[config.mk]
export PLATFORM = sky130hd
export DESIGN_NAME = serial_divider_flat
export DESIGN_NICKNAME = d
export VERILOG_FILES = /design/src/rtl/mdu_pkg.sv /design/src/rtl/serial_divider_if.sv /design/src/rtl/div_step.sv /design/src/rtl/serial_divider.sv /design/src/flat_wrapper.sv
export SDC_FILE = /design/constraint.sdc
export NUM_CORES = 1
export LEC_CHECK = 0
export ABC_AREA = 1
export CAP_MARGIN = 15
export CORE_ASPECT_RATIO = 0.75
export CORE_UTILIZATION = 35
export DETAILED_ROUTE_END_ITERATION = 8
export PLACE_DENSITY_LB_ADDON = 0.1
export SKIP_CTS_REPAIR_TIMING = 1
export SLEW_MARGIN = 40
export SYNTH_ARGS = -nofsm -noshare
export SYNTH_HDL_FRONTEND = slang
export SYNTH_SLANG_ARGS = --single-unit
[constraint.sdc]
create_clock -name clk -period 3 [get_ports clk]
set_input_delay 0.45 -clock clk [delete_from_list [all_inputs] [get_ports clk]]
set_output_delay 0.45 -clock clk [all_outputs]
set_load 0.1 [all_outputs]
[src/rtl/mdu_pkg.sv]
// Shared definitions for the multiply/divide unit.
// funct3 codes, divider state encoding and special-case constants.
package mdu_pkg;

  localparam int XLEN = 32;

  localparam logic [2:0] F3_MUL    = 3'b000;
  localparam logic [2:0] F3_MULH   = 3'b001;
  localparam logic [2:0] F3_MULHSU = 3'b010;
  localparam logic [2:0] F3_MULHU  = 3'b011;
  localparam logic [2:0] F3_DIV    = 3'b100;
  localparam logic [2:0] F3_DIVU   = 3'b101;
  localparam logic [2:0] F3_REM    = 3'b110;
  localparam logic [2:0] F3_REMU   = 3'b111;

  localparam logic [XLEN-1:0] DIV_BY_ZERO_Q = '1;
  localparam logic [XLEN-1:0] INT_MIN = 32'h8000_0000;

  typedef enum logic [1:0] {
    IDLE,
    CALC,
    FIX,
    DONE
  } div_state_t;

  // Unlisted codes fall back to DIVU: unsigned, quotient.
  function automatic logic f3_signed(input logic [2:0] f3);
    return (f3 == F3_DIV) || (f3 == F3_REM);
  endfunction

  function automatic logic f3_rem(input logic [2:0] f3);
    return (f3 == F3_REM) || (f3 == F3_REMU);
  endfunction

endpackage

[src/rtl/serial_divider_if.sv]
// Request/response bundle between execute stage and divider.
// master = requester, slave = divider.
interface serial_divider_if #(
  parameter int WIDTH = 32,
  parameter int CNT_W = $clog2(WIDTH) + 1
);
  logic             start;
  logic [2:0]       funct3;
  logic [WIDTH-1:0] A;
  logic [WIDTH-1:0] B;
  logic [WIDTH-1:0] result;
  logic [WIDTH-1:0] quotient;
  logic [WIDTH-1:0] remainder;
  logic             ready;
  logic             stall;
  logic             busy;
  logic [CNT_W-1:0] count_out;

  modport master (
    output start, funct3, A, B,
    input  result, quotient, remainder,
    input  ready, stall, busy, count_out
  );

  modport slave (
    input  start, funct3, A, B,
    output result, quotient, remainder,
    output ready, stall, busy, count_out
  );
endinterface

[src/rtl/div_step.sv]
// One restoring-division iteration: shift in a dividend bit,
// trial-subtract the divisor, keep the difference if it fits.
module div_step #(
  parameter int WIDTH = 32
) (
  input  logic [WIDTH-1:0] rem,
  input  logic             msb,
  input  logic [WIDTH-1:0] divisor,
  output logic [WIDTH-1:0] rem_next,
  output logic             q_bit
);

  logic [WIDTH:0] shifted;
  logic [WIDTH:0] trial;

  assign shifted  = {rem, msb};
  assign trial    = shifted - {1'b0, divisor};
  assign q_bit    = ~trial[WIDTH];
  assign rem_next = q_bit ? trial[WIDTH-1:0]
                          : shifted[WIDTH-1:0];

endmodule

[src/rtl/serial_divider.sv]
// Iterative restoring divider for DIV/DIVU/REM/REMU,
// one quotient bit per clock, stalls the pipe while running.
module serial_divider
  import mdu_pkg::*;
#(
  parameter int WIDTH = 32,
  parameter int CNT_W = $clog2(WIDTH) + 1
) (
  input logic             clk,
  input logic             rst_n,
  serial_divider_if.slave bus
);

  localparam logic [WIDTH-1:0] Q_DIV0 = '1;
  localparam logic [WIDTH-1:0] MIN_W =
    {1'b1, {(WIDTH-1){1'b0}}};

  div_state_t state;

  logic [WIDTH-1:0] rem_q;
  logic [WIDTH-1:0] dvd_q;
  logic [WIDTH-1:0] dvs_q;
  logic [CNT_W-1:0] cnt_q;
  logic             neg_q_q;
  logic             neg_r_q;
  logic             is_rem_q;

  logic [WIDTH-1:0] quo_r;
  logic [WIDTH-1:0] rem_r;
  logic [WIDTH-1:0] res_r;
  logic             rdy_r;

  logic             op_signed;
  logic             op_rem;
  logic             a_neg;
  logic             b_neg;
  logic [WIDTH-1:0] a_mag;
  logic [WIDTH-1:0] b_mag;
  logic             div0;
  logic             ovf;

  logic [WIDTH-1:0] step_rem;
  logic             step_q;
  logic [WIDTH-1:0] q_fix;
  logic [WIDTH-1:0] r_fix;

  assign op_signed = f3_signed(bus.funct3);
  assign op_rem    = f3_rem(bus.funct3);
  assign a_neg     = op_signed & bus.A[WIDTH-1];
  assign b_neg     = op_signed & bus.B[WIDTH-1];
  assign a_mag     = a_neg ? -bus.A : bus.A;
  assign b_mag     = b_neg ? -bus.B : bus.B;
  assign div0      = (bus.B == '0);
  assign ovf       = op_signed
                   & (bus.A == MIN_W)
                   & (bus.B == '1);

  div_step #(.WIDTH(WIDTH)) u_step (
    .rem      (rem_q),
    .msb      (dvd_q[WIDTH-1]),
    .divisor  (dvs_q),
    .rem_next (step_rem),
    .q_bit    (step_q)
  );

  // Remainder follows the dividend's sign.
  assign q_fix = neg_q_q ? -dvd_q : dvd_q;
  assign r_fix = neg_r_q ? -rem_q : rem_q;

  always_ff @(posedge clk or negedge rst_n) begin
    if (!rst_n) begin
      state    <= IDLE;
      rem_q    <= '0;
      dvd_q    <= '0;
      dvs_q    <= '0;
      cnt_q    <= '0;
      neg_q_q  <= 1'b0;
      neg_r_q  <= 1'b0;
      is_rem_q <= 1'b0;
      quo_r    <= '0;
      rem_r    <= '0;
      res_r    <= '0;
      rdy_r    <= 1'b0;
    end else begin
      unique case (state)
        IDLE: begin
          if (bus.start) begin
            dvd_q    <= a_mag;
            dvs_q    <= b_mag;
            rem_q    <= '0;
            cnt_q    <= CNT_W'(WIDTH);
            neg_q_q  <= a_neg ^ b_neg;
            neg_r_q  <= a_neg;
            is_rem_q <= op_rem;
            if (div0) begin
              quo_r <= Q_DIV0;
              rem_r <= bus.A;
              res_r <= op_rem ? bus.A : Q_DIV0;
              rdy_r <= 1'b1;
              state <= DONE;
            end else if (ovf) begin
              quo_r <= MIN_W;
              rem_r <= '0;
              res_r <= op_rem ? '0 : MIN_W;
              rdy_r <= 1'b1;
              state <= DONE;
            end else begin
              state <= CALC;
            end
          end
        end
        CALC: begin
          rem_q <= step_rem;
          dvd_q <= {dvd_q[WIDTH-2:0], step_q};
          cnt_q <= cnt_q - 1'b1;
          if (cnt_q == CNT_W'(1)) state <= FIX;
        end
        FIX: begin
          quo_r <= q_fix;
          rem_r <= r_fix;
          res_r <= is_rem_q ? r_fix : q_fix;
          rdy_r <= 1'b1;
          state <= DONE;
        end
        DONE: begin
          rdy_r <= 1'b0;
          state <= IDLE;
        end
      endcase
    end
  end

  assign bus.result    = res_r;
  assign bus.quotient  = quo_r;
  assign bus.remainder = rem_r;
  assign bus.ready     = rdy_r;
  assign bus.count_out = cnt_q;
  assign bus.busy      = (state == CALC) || (state == FIX);
  assign bus.stall     = (state == IDLE && bus.start)
                       || (state == CALC)
                       || (state == FIX);

endmodule

[src/flat_wrapper.sv]
// flat-port wrapper written by rule: the top's interface ports become plain ports
module serial_divider_flat import mdu_pkg::*;
#(
  parameter int WIDTH = 32,
  parameter int CNT_W = $clog2(WIDTH) + 1
)
  (clk, rst_n, bus_start, bus_funct3, bus_A, bus_B, bus_result, bus_quotient, bus_remainder, bus_ready, bus_stall, bus_busy, bus_count_out);
  serial_divider_if #(.WIDTH(WIDTH), .CNT_W(CNT_W)) bus_i ();
  input logic clk;
  input logic rst_n;
  input wire logic [$bits(bus_i.start)-1:0] bus_start;
  input wire logic [$bits(bus_i.funct3)-1:0] bus_funct3;
  input wire logic [$bits(bus_i.A)-1:0] bus_A;
  input wire logic [$bits(bus_i.B)-1:0] bus_B;
  output wire logic [$bits(bus_i.result)-1:0] bus_result;
  output wire logic [$bits(bus_i.quotient)-1:0] bus_quotient;
  output wire logic [$bits(bus_i.remainder)-1:0] bus_remainder;
  output wire logic [$bits(bus_i.ready)-1:0] bus_ready;
  output wire logic [$bits(bus_i.stall)-1:0] bus_stall;
  output wire logic [$bits(bus_i.busy)-1:0] bus_busy;
  output wire logic [$bits(bus_i.count_out)-1:0] bus_count_out;
  assign bus_i.start = bus_start;
  assign bus_i.funct3 = bus_funct3;
  assign bus_i.A = bus_A;
  assign bus_i.B = bus_B;
  assign bus_result = bus_i.result;
  assign bus_quotient = bus_i.quotient;
  assign bus_remainder = bus_i.remainder;
  assign bus_ready = bus_i.ready;
  assign bus_stall = bus_i.stall;
  assign bus_busy = bus_i.busy;
  assign bus_count_out = bus_i.count_out;
  serial_divider #(.WIDTH(WIDTH), .CNT_W(CNT_W)) u_core (.clk(clk), .rst_n(rst_n), .bus(bus_i));
endmodule
After elaboration in Yosys (flattened, before gate mapping)
Index checks and enable logic that the tools add are counted.

word-level totals
  register bits after elaboration = 204

operators by class
  $add $sub $neg = 6
  equal/unequal tests = 12
  muxes and demuxes = 35
  bitwise logic cells = 6
  reduce and logical (&&, ||, !) cells = 16

operators with widths
  cell                                                                count
  32-bit 2-to-1 mux                                                   19
  32-bit case mux with 2 select lines                                 5
  32-bit negator                                                      4
  32-bit == test, second input constant                               2
  33-bit by 32-bit subtractor with 33-bit output                      1
  32-bit logical NOT                                                  1
  6-bit case mux with 2 select lines                                  1
  3-bit == test, second input constant                                3
  2-bit 2-to-1 mux                                                    4
  2-bit case mux with 4 select lines                                  1
  6-bit by 1-bit == test with 1-bit output, second input constant     1
  6-bit 2-to-1 mux                                                    1
  2-bit AND reduction                                                 3
  3-bit AND reduction                                                 2
  6-bit by 1-bit subtractor with 6-bit output, second input constant  1
  1-bit logical OR                                                    5
  1-bit bitwise AND                                                   4
  2-bit == test, second input constant                                2
  2-bit nonzero test                                                  2
  1-bit 2-to-1 mux                                                    3
  3-bit by 1-bit != test with 1-bit output, second input constant     1
  1-bit case mux with 3 select lines                                  1
  3-bit nonzero test                                                  1
  2-bit by 1-bit == test with 1-bit output, second input constant     1
  6 further kinds                                                     6

Longest topological paths before layout
  depth after elaboration = 8
  gate-level depth with buffers = 18
  gate-level depth less buffers = 17

Cells and area by module
From an unflattened synthesis, not the netlist that was laid out.

unflattened totals
  cells, all modules = 2738
  area, all modules = 16560.9 um^2

modules (own cells, without submodules)
  module          instances  cells each  area each (um^2)
  serial_divider  1          2055        13397.8
  div_step        1          683         3163.0

Worst setup path before layout
Ideal clock, no wire load.

  path type = register to output
  start point = reg u_core.state[0]
  end point = out bus_stall
  data arrival time = 2.298 ns
  data required time = 2.550 ns
  setup slack = 0.252 ns
  cell stages (with the launch flop) = 8
  path buffers = 3
  path through = dfrtp_1 > inv_1 > ha_1 > clkbuf_1 > clkinv_1 > clkbuf_1 > buf_1 > nand3_1

between the ends
  longest elaborated chain between the ends = 4
  elaborated cells on any way between the ends = 6

ends and longest elaborated chain
  element                   RTL line               text
  start: declaration        serial_divider.sv:18   div_state_t state;
  start signal: assignment  serial_divider.sv:72   state <= IDLE;
  start signal: assignment  serial_divider.sv:100  state <= DONE;
  start signal: assignment  serial_divider.sv:106  state <= DONE;
  2-bit logical NOT         serial_divider.sv:139  assign bus.stall = (state == IDLE && bus.start)
  1-bit logical AND         serial_divider.sv:139
  1-bit logical OR          serial_divider.sv:140  || (state == CALC)
  1-bit logical OR (*)      serial_divider.sv:141  || (state == FIX);
  end: declaration          flat_wrapper.sv:19     output wire logic [$bits(bus_i.stall)-1:0] bus_stall;

Mark *: on every way between the ends. The rest lies on a longest branch, timed or not.

Worst setup path in the final report
Same ends and word-level chain as after synthesis.

==> Flow_metrics.wiki <==
{| class="wikitable"
! Metric !! Value
|-
| Number of I/O port buffers || 174
|-
| Sequential cell area fraction in the yosys report || 31.6%
|-
| Setup slack of the critical path after layout || 0.162 ns
|-
| Worst Hold Slack || 0.371 ns
|-
| Footprint of the flip-flops and latches || 5100 um2
|-
| Period utilization || 94.6%
|-
| Pre-CTS worst setup slack || 0.127 ns
|-
| Worst setup EP type || primary output
|-
| DR vias/cell || 5.28
|-
| Post-synthesis async set-or-reset flop share || 100%
|-
| Net count, final || 2887
|-
| Count of H-tree levels built during CTS || 1
|-
| Final weighted congestion in routability-driven placement || 1.00
|-
| Sink count of the clock tree || 204
|-
| Final hold violation count || 0
|-
| Fraction of post-synthesis cell area in the top cell type by area || 31.6%
|-
| Vias after detailed routing || 17830
|-
| Yosys cell types || 45
|-
| Number of antenna violations at the first check in global routing || 0
|-
| Number of flops mapped to enable cells by yosys || 0
|-
| Number of failing setup endpoints in the final timing report || 0
|-
| Class of the tightest hold or removal check || in2async
|-
| Final WL || 69.4 mm
|-
| Via count of the first global-routing pass || 16752
|-
| Arrival time reported for the critical path endpoint || 2.39 ns
|-
| TritonCTS Buffers || 26
|-
| Latest clock arrival within the worst-skew pair || 0.56 ns
|-
| Final design area excluding fillers || 19600 um2
|-
| DPL Wire Length || 55.6 mm
|-
| Effective utilization at floorplan || 35.8%
|-
| Global routing usage summed across all routing layers || 29.5%
|-
| Remaining antenna violation count after routing || 0
|-
| Instance count of the mapped netlist || 2579
|-
| Maximum fanout count along the critical path || 49
|-
| Flops & latches, synth || 204
|-
| Number of DRC markers in iteration 0 || 1867
|-
| Most frequently used flop master after synthesis || dfrtp_1
|-
| Fill cell instance count of the final layout || 4872
|-
| Routed length per placed instance || 20.5 um
|-
| Wire length of the first global-routing pass || 106 mm
|-
| Worst Max-Slew Pin Slew || 0.792 ns
|-
| Count of pins on the block boundary || 175
|-
| Die Width || 250 um
|-
| Core Footprint || 45100 um2
|-
| Top cell type by total area after synthesis || dfrtp_1
|-
| Setup tns final || 0 ns
|-
| Pin count of the biggest net entering global routing || 78
|-
| Number of nets in the synthesized netlist || 2694
|-
| Max_cap viols || 0
|-
| Die height || 188 um
|-
| Placed instance area || 18700 um2
|-
| Number of design rule violations left after detail routing || 0
|-
| Worst-case clock buffer depth || 3
|-
| RSZ-0062 raised after global routing || false
|-
| CTS clock-pin slew for the worst setup and hold paths || 0.06 ns
|-
| Floorplan die area || 47000 um2
|-
| Standard-cell rows || 67
|-
| Cell with the most instances after synthesis || nand2_1
|-
| Final Max Tran Viols || 0
|-
| Commonest cells post-synth || nand2_1, inv_1, nor2_1
|-
| Min Clock Period, post-route || 2.84 ns
|-
| Antenna diodes || 0
|-
| Mean instance size in the synthesized netlist || 6.26 um2
|-
| YS warnings || 0
|-
| Synth-to-layout area growth || 21.6%
|-
| Critical setup path kind || reg2out
|-
| Root buf cell || clkbuf_16
|-
| CTS tree || done
|-
| Worst Path Required || 2.55 ns
|-
| Main area contributors after synthesis || dfrtp_1, nand2_1, nand3_1
|-
| Skew final || 0.0135 ns
|-
| Mapped Area || 16100 um2
|-
| Outcome || finished, final reports clean
|-
| Layout cells sized above 1 || 10.0%
|-
| Setup crit start kind || register
|-
| Highest Clock Rate || 352 MHz
|-
| Total congestion overflow || 0
|-
| Worst rel slew slack || 47.2%
|-
| Area taken by multi-input logic gates || 9410 um2
|-
| Initial DRT Pass Iterations || 6
|}
## per-layer routing
metal	GRT usage, %	part of all wire (%)
met2	38.8	37
met3	6.22	9.7
met1	48.7	52
met4	3.51	1.1
met5	0	0
## placed cells by master, fill, tap and decap left out, types with 3 or more instances in the layout
master	synthesis	final
o22ai_1	19	19
o21ai_0	151	151
a21oi_1	79	79
buf_4	8	177
o211ai_1	23	23
nand3_1	229	229
o21ai_2	8	8
inv_2	6	6
ha_1	44	43
nand3b_1	10	10
clkbuf_1	50	4
o221ai_1	18	18
and2_1	7	7
nand2_2	8	8
nor2_1	251	250
buf_12	0	12
o21ai_1	9	9
nor2_4	5	5
clkinv_2	0	5
clkdlybuf4s50_1	0	68
nor3_1	18	18
o21bai_1	11	11
clkinv_1	3	3
bufinv_16	0	6
xnor2_1	17	17
inv_1	299	299
nand4_1	31	31
nor2_2	4	5
o31ai_1	7	7
dfrtp_1	204	204
clkbuf_16	0	27
a21oi_2	4	4
xor2_1	50	50
nand2_1	949	949
## critical path: stages (launching register included)
cell and delay, ns:
dfrtp_1 0.40, inv_1 0.09, ha_2 0.22, clkinv_1 0.09
buf_4 0.52, nand3_1 0.27, buf_12 0.24
## layout make-up
class	instances	area share, %
Timing Repair Buffer	260	11.7
Multi-Input combinational cell	1972	47.9
Sequential cell	204	26.0
Clock buffer	31	3.52
Tap cell	586	3.74
Clock inverter	14	1.17
Inverter	308	5.89
## state kept, by name (all words and copies together), names as in the netlist
name	flops
u_core.bus.count_out	6
u_core.bus.quotient	32
u_core.bus.ready	1
u_core.bus.remainder	32
u_core.bus.result	32
u_core.dvd_q	32
u_core.dvs_q	32
u_core.is_rem_q	1
u_core.neg_q_q	1
u_core.neg_r_q	1
u_core.rem_q	32
u_core.state	2
## stage by stage
step / std cells / util [%]
global route: 3375 / 43.5
finish: 3375 / 43.5
detailed placement: 3328 / 41.4
global placement: 3328 / 41.4
floorplan: 2579 / -
CTS: 3373 / 43.4
## cells by family after synthesis
| logic type | synth area share [%] |
|---|---|
| adder cells (fa/ha/maj) | 3.54 |
| AO/OA/AOI/OAI | 12.0 |
| flip-flops | 31.6 |
| buffers and inverters | 10.1 |
| AND/OR/NAND/NOR | 39.1 |
| XOR/XNOR | 3.64 |
## path summary, 6_finish.rpt
| path | startpoint | to | slack [ns] | depth (start not counted) |
|---|---|---|---|---|
| max | u_core.state[0] | bus_stall | 0.16 | 6 |
| min | rst_n | u_core.rem_q[6] | 0.37 | 2 |
| max reg2reg | u_core.dvd_q[31] | u_core.rem_q[26] | 0.16 | 18 |
| min reg2reg | u_core.bus.result[16] | u_core.bus.result[16] | 0.48 | 2 |
| max in group asynchronous | rst_n | u_core.dvd_q[17] | 1.74 | 4 |
| min in group clk | u_core.bus.result[16] | u_core.bus.result[16] | 0.48 | 2 |
Power is left out: the tool's default activity adds up to more than one toggle a clock period on the data nets, which glitch-free logic cannot reach.
